--- config.mk ---
export PLATFORM = sky130hd
export DESIGN_NAME = decode_queue
export DESIGN_NICKNAME = d
export VERILOG_FILES = /design/src/rtl/decode_queue.sv
export SDC_FILE = /design/constraint.sdc
export NUM_CORES = 1
export LEC_CHECK = 0
export BUFFER_PORTS_ARGS = -buffer_cell sky130_fd_sc_hd__buf_2
export CAP_MARGIN = 10
export CORE_ASPECT_RATIO = 0.6
export CORE_MARGIN = 3
export CORE_UTILIZATION = 31
export CTS_CLUSTER_SIZE = 40
export DETAILED_ROUTE_END_ITERATION = 8
export PLACE_DENSITY = 0.54
export SLEW_MARGIN = 20
export SYNTH_ARGS = -nofsm -noshare
export SYNTH_HDL_FRONTEND = slang
export SYNTH_SLANG_ARGS = --single-unit
--- constraint.sdc ---
create_clock -name clk -period 14.3 [get_ports clk]
set_clock_uncertainty 0.1 [all_clocks]
set_input_delay 2.86 -clock clk [delete_from_list [all_inputs] [get_ports clk]]
set_output_delay 2.86 -clock clk [all_outputs]
set_load 0.005 [all_outputs]
--- src/rtl/decode_queue.sv ---
// decode_queue: RV32I instruction decoder feeding a small FIFO of decoded entries.
// Instructions are decoded combinationally and pushed into the FIFO when accepted.
// The FIFO head drives the out_* fields.
// Ports:
//   clk, rst (sync, active-low), flush
//   in_valid/in_ready, in_instr, in_pc        : fetch-side handshake
//   out_valid/out_ready, out_* decoded fields : execute-side handshake (FIFO head)
//   illegal_count                             : saturating count of accepted illegal instructions
module decode_queue #(
    parameter int DEPTH       = 2,
    parameter bit ENABLE_MEM  = 1'b1,
    parameter bit ENABLE_JUMP = 1'b1,
    parameter int CNT_WIDTH   = 16
) (
    input  logic                 clk,
    input  logic                 rst,
    input  logic                 flush,
    input  logic                 in_valid,
    output logic                 in_ready,
    input  logic [31:0]          in_instr,
    input  logic [31:0]          in_pc,
    output logic                 out_valid,
    input  logic                 out_ready,
    output logic [31:0]          out_pc,
    output logic [4:0]           out_rs1,
    output logic [4:0]           out_rs2,
    output logic [4:0]           out_rd,
    output logic [2:0]           out_encoding,
    output logic [3:0]           out_alu_op,
    output logic                 out_reg_write,
    output logic                 out_alu_src,
    output logic                 out_mem_read,
    output logic                 out_mem_write,
    output logic                 out_mem_to_reg,
    output logic                 out_branch,
    output logic                 out_jump,
    output logic [31:0]          out_imm,
    output logic                 out_illegal,
    output logic [CNT_WIDTH-1:0] illegal_count
);

    localparam logic [2:0] ENC_R = 3'd0, ENC_I = 3'd1, ENC_S = 3'd2,
                           ENC_B = 3'd3, ENC_U = 3'd4, ENC_J = 3'd5;

    localparam logic [3:0] ALU_ADD = 4'd0, ALU_SUB = 4'd1, ALU_SLL = 4'd2,
                           ALU_SLT = 4'd3, ALU_SLTU = 4'd4, ALU_XOR = 4'd5,
                           ALU_SRL = 4'd6, ALU_SRA = 4'd7, ALU_OR = 4'd8,
                           ALU_AND = 4'd9, ALU_LUI = 4'd10;

    localparam logic [6:0] OP_R = 7'b0110011, OP_I = 7'b0010011, OP_LUI = 7'b0110111,
                           OP_B = 7'b1100011, OP_LOAD = 7'b0000011, OP_STORE = 7'b0100011,
                           OP_JAL = 7'b1101111, OP_JALR = 7'b1100111;

    localparam int         PTR_W    = $clog2(DEPTH);
    localparam int         ENTRY_W  = 94;
    localparam logic [PTR_W:0] OCC_FULL = (PTR_W+1)'(DEPTH);

    // funct3 -> ALU op for OP/OP-IMM; alt selects SUB/SRA.
    function automatic logic [3:0] f_alu(input logic [2:0] f3, input logic alt);
        case (f3)
            3'b000:  f_alu = alt ? ALU_SUB : ALU_ADD;
            3'b001:  f_alu = ALU_SLL;
            3'b010:  f_alu = ALU_SLT;
            3'b011:  f_alu = ALU_SLTU;
            3'b100:  f_alu = ALU_XOR;
            3'b101:  f_alu = alt ? ALU_SRA : ALU_SRL;
            3'b110:  f_alu = ALU_OR;
            default: f_alu = ALU_AND;
        endcase
    endfunction

    logic [6:0]  w_opcode, w_f7;
    logic [2:0]  w_f3;
    logic [31:0] w_imm_i, w_imm_s, w_imm_b, w_imm_u, w_imm_j;
    logic [2:0]  w_enc;
    logic [3:0]  w_alu;
    logic [6:0]  w_ctl;   // {reg_write, alu_src, mem_read, mem_write, mem_to_reg, branch, jump}
    logic [31:0] w_imm;
    logic        w_ill;
    logic [ENTRY_W-1:0] w_entry, w_head;
    logic        w_push, w_pop;

    logic [ENTRY_W-1:0]   r_mem [DEPTH];
    logic [PTR_W-1:0]     r_wr_ptr, r_rd_ptr;
    logic [PTR_W:0]       r_occ;
    logic [CNT_WIDTH-1:0] r_illegal_count;

    assign w_opcode = in_instr[6:0];
    assign w_f3     = in_instr[14:12];
    assign w_f7     = in_instr[31:25];
    assign w_imm_i  = {{20{in_instr[31]}}, in_instr[31:20]};
    assign w_imm_s  = {{20{in_instr[31]}}, in_instr[31:25], in_instr[11:7]};
    assign w_imm_b  = {{19{in_instr[31]}}, in_instr[31], in_instr[7], in_instr[30:25], in_instr[11:8], 1'b0};
    assign w_imm_u  = {in_instr[31:12], 12'b0};
    assign w_imm_j  = {{11{in_instr[31]}}, in_instr[31], in_instr[19:12], in_instr[20], in_instr[30:21], 1'b0};

    always_comb begin
        w_enc = ENC_R;
        w_alu = ALU_ADD;
        w_ctl = 7'b0;
        w_imm = 32'b0;
        w_ill = 1'b0;
        case (w_opcode)
            OP_R: begin
                w_enc = ENC_R;
                w_ctl = 7'b1000000;
                w_alu = f_alu(w_f3, w_f7[5]);
                if (!(w_f7 == 7'b0000000 ||
                      (w_f7 == 7'b0100000 && (w_f3 == 3'b000 || w_f3 == 3'b101))))
                    w_ill = 1'b1;
            end
            OP_I: begin
                w_enc = ENC_I;
                w_ctl = 7'b1100000;
                w_imm = w_imm_i;
                // Only the right-shift form uses funct7[5]; ADDI has no SUB variant.
                w_alu = f_alu(w_f3, (w_f3 == 3'b101) && w_f7[5]);
                if (w_f3 == 3'b001 && w_f7 != 7'b0000000)
                    w_ill = 1'b1;
                if (w_f3 == 3'b101 && w_f7 != 7'b0000000 && w_f7 != 7'b0100000)
                    w_ill = 1'b1;
            end
            OP_LUI: begin
                w_enc = ENC_U;
                w_ctl = 7'b1000000;
                w_alu = ALU_LUI;
                w_imm = w_imm_u;
            end
            OP_B: begin
                w_enc = ENC_B;
                w_ctl = 7'b0000010;
                w_imm = w_imm_b;
                case (w_f3[2:1])
                    2'b00:   w_alu = ALU_SUB;
                    2'b10:   w_alu = ALU_SLT;
                    2'b11:   w_alu = ALU_SLTU;
                    default: w_ill = 1'b1;
                endcase
            end
            OP_LOAD: begin
                w_enc = ENC_I;
                w_ctl = 7'b1110100;
                w_imm = w_imm_i;
                w_ill = (w_f3 != 3'b010) || !ENABLE_MEM;
            end
            OP_STORE: begin
                w_enc = ENC_S;
                w_ctl = 7'b0101000;
                w_imm = w_imm_s;
                w_ill = (w_f3 != 3'b010) || !ENABLE_MEM;
            end
            OP_JAL: begin
                w_enc = ENC_J;
                w_ctl = 7'b1000001;
                w_imm = w_imm_j;
                w_ill = !ENABLE_JUMP;
            end
            OP_JALR: begin
                w_enc = ENC_I;
                w_ctl = 7'b1100001;
                w_imm = w_imm_i;
                w_ill = (w_f3 != 3'b000) || !ENABLE_JUMP;
            end
            default: w_ill = 1'b1;
        endcase
        // Illegal entries carry neutral control so downstream can never act on them.
        if (w_ill) begin
            w_enc = ENC_R;
            w_alu = ALU_ADD;
            w_ctl = 7'b0;
            w_imm = 32'b0;
        end
    end

    assign w_entry = {in_pc, in_instr[19:15], in_instr[24:20], in_instr[11:7],
                      w_enc, w_alu, w_ctl, w_imm, w_ill};

    assign in_ready  = (r_occ != OCC_FULL);
    assign out_valid = (r_occ != '0);
    assign w_push    = in_valid && in_ready && !flush;
    assign w_pop     = out_valid && out_ready && !flush;

    always_ff @(posedge clk) begin
        if (!rst) begin
            r_wr_ptr <= '0;
            r_rd_ptr <= '0;
            r_occ    <= '0;
        end else if (flush) begin
            r_wr_ptr <= '0;
            r_rd_ptr <= '0;
            r_occ    <= '0;
        end else begin
            if (w_push) r_wr_ptr <= r_wr_ptr + 1'b1;
            if (w_pop)  r_rd_ptr <= r_rd_ptr + 1'b1;
            if (w_push && !w_pop)      r_occ <= r_occ + 1'b1;
            else if (w_pop && !w_push) r_occ <= r_occ - 1'b1;
        end
    end

    always_ff @(posedge clk) begin
        if (rst && w_push)
            r_mem[r_wr_ptr] <= w_entry;
    end

    always_ff @(posedge clk) begin
        if (!rst)
            r_illegal_count <= '0;
        else if (w_push && w_ill && r_illegal_count != '1)
            r_illegal_count <= r_illegal_count + 1'b1;
    end

    assign illegal_count = r_illegal_count;

    // Stale storage is masked so every field reads zero while empty.
    assign w_head = out_valid ? r_mem[r_rd_ptr] : '0;

    assign {out_pc, out_rs1, out_rs2, out_rd, out_encoding, out_alu_op,
            out_reg_write, out_alu_src, out_mem_read, out_mem_write, out_mem_to_reg,
            out_branch, out_jump, out_imm, out_illegal} = w_head;

endmodule

==> qor.yml <==
cts_made_buffers: 21
cts_tree: "yes"
hpwl_um: 14900
rsz0062_at_grt: "false"
cp-end-kind: "primary output"
whs_path_depth: 2
slew_violations: 0
cts_buffer_depth: 3
crit_required_ns: 11.34
drt-wirelength-per-cell_um: 18.2
core_um2: 28000
seq_area_frac_synth: 0.670
timing_worst_setup_path_type: "reg -> out"
dr.pass1.iters: 5
synth_area_um2: 8970
grt_max_degree: 57
core.rowCount: 47
worstRegToRegCells: 5
dieArea_um2: 31100
initialDrtViolationCount: 317
numClockSinks: 207
drt-total-wl_um: 22600
wl_met1_um: 11800
clkLatencyLatePin_ns: 0.49
grt_pass1_wl_um: 33800
hold_buffers: 0
vias_per_cell: 4.86
yosys_warnings: 0
fin_crit_sh: 0.401
total_power_mw: 1.28
synth_top_area_frac: 0.623
crit_arrival_ns: 2.77
setup_viol: 0
ir_worst_vdd_mv: 0.0586
dr.max_layer_used: "met4"
yosysUniqueCellTypes: 57
grt_use_total: 0.143
layout.nets: 933
leakage_nw: 3.97
syn_area_per_cell_um2: 13.0
num_vias: 6035
syn2layout_area_growth_pct: 21.4
dp.cells: 1206
io_buffers: 180
start_util: 0.320
synthCells: 689
cp_max_fo: 54
met2_length_um: 9090
maxCapViolCount: 0
maxSlewHeadroom: 0.327
synth-main-ff-cell: "edfxtp_1"
post-cts-setup-buffers: 0
met3WireLength_um: 1480
start_kind: "flip-flop"
grt_antenna_before_repair: 0
layout.cells.non_filler: 1243
fin_util: 0.389
synthTopCellsByCount: "edfxtp_1 (186), nor2_1 (124), mux2i_1 (100)"
die_width_um: 226
hold_path_class: "reg -> reg"
clock.fmax_ghz: 0.174
gp_congestion: 0.802
hold_viol: 0
min_period_ns: 5.73
htreeDepth: 1
route.detailed.drc: 0
grt_overflow: 0
synthTopCellsByArea: "edfxtp_1 (62%), mux2i_1 (11%), nor2_1 (5.2%), dfxtp_1 (4.7%), nand2_1 (2.2%)"
ant_nets: 0
grt_pass1_vias: 5620
worst_pin_slew_ns: 1.00
num_io_pins: 181
synth_top_area_cell: "edfxtp_1"
status: "finished, final reports clean"
cts-resized-gates: 0
yosysMostFrequentCell: "edfxtp_1"
syn-num-nets: 760
synthArstFlopShare: 0
antennaDiodeCount: 0
tns_ns: 0
drive_gt1_frac: 0.275
synth_edf_count: 186
synth-seq-cells: 207
power.density_nw_per_um2: 118
root_buffer: "clkbuf_16"
die_h_um: 138
hold_slack_ns: 0.401
clkTransAtPathRegs_ns: 0.06
## cell usage in the layout, fill, tap and decap left out, drive strengths merged, types with 7 or more instances in the layout
master  synthesis  routed
buf            15     189
edfxtp        186     186
nor2          124     124
mux2i         100     100
nand2          53      53
a21oi          30      30
clkbuf         24      29
dfxtp          21      21
and3           12      12
nand3          11      11
nor3           11      11
nand2b         10      10
nand4           8       8
o31ai           8       8
clkinv          1       8
o21ai           7       7
inv             7       7
## layout make-up
class | instances | area [um^2]
Timing Repair Buffer | 189 | 968
Clock inverter | 8 | 60.1
Clock buffer | 29 | 576
Sequential cell | 207 | 6010
Multi-Input combinational cell | 435 | 2790
Fill cell | 2738 | 17100
Inverter | 8 | 30.0
Tap cell | 367 | 459
## kinds of logic (layout without fill, tap and decap cells)
| family | count (synthesis) | after routing | share of synthesized area |
|---|---|---|---|
| AOI/OAI and AO/OA | 67 | 67 | 0.0501 |
| xor gates and xnor gates | 5 | 5 | 0.00488 |
| adders and majority gates | 2 | 2 | 0.00279 |
| buffers and inverters | 47 | 234 | 0.0232 |
| DFF | 207 | 207 | 0.670 |
| muxes | 100 | 100 | 0.112 |
| and+or+nand+nor | 261 | 261 | 0.138 |
## worst max-delay path, cell delays in order, from the launching register on
cell,delay (ns)
dfxtp_4,0.84
buf_4,0.87
mux2i_1,0.28
nor2_1,0.08
buf_2,0.16
## where the power goes
group,switching (mW),total (mW),leakage (nW),internal (mW)
combinational,0.0562,0.0904,1.74,0.0342
clock,0.221,0.519,0.312,0.298
sequential,0.00444,0.672,1.91,0.668
total,0.281,1.28,3.97,1.00
## through the flow
step           cell area [um^2]  setup WS [ns]
5_1_grt                   10900           8.33
3_3_place_gp              10300           8.92
2_1_floorplan              8970           4.16
3_5_place_dp              10300           8.91
4_1_cts                   10900           8.43
6_report                  10900           8.57
## sequential cells by signal, indices dropped and copies added, names as in the netlist, named ones only
| name | cells |
|---|---|
| r_rd_ptr | 1 |
| illegal_count | 16 |
| r_occ | 2 |
| r_wr_ptr | 1 |
| r_mem | 186 |
## per-layer routing
| layer | track usage | vias to the layer above |
|---|---|---|
| li1 | - | 2903 |
| met1 | 0.222 | 2923 |
| met5 | 0 | - |
| met3 | 0.0362 | 30 |
| met4 | 0.0275 | 0 |
| met2 | 0.198 | 179 |
## path summary, 6_finish.rpt
path | start | to | slack, ns
max | flip-flop | out_pc[13] | 8.57
min reg2reg | illegal_count[9]$_SDFFE_PN0P_ | illegal_count[9]$_SDFFE_PN0P_ | 0.40
min | illegal_count[9]$_SDFFE_PN0P_ | illegal_count[9]$_SDFFE_PN0P_ | 0.40
max reg2reg | r_occ[0]$_SDFFE_PP0P_ | r_mem[1][48]$_DFFE_PP_ | 11.51
(Power assumes the default switching activity.)
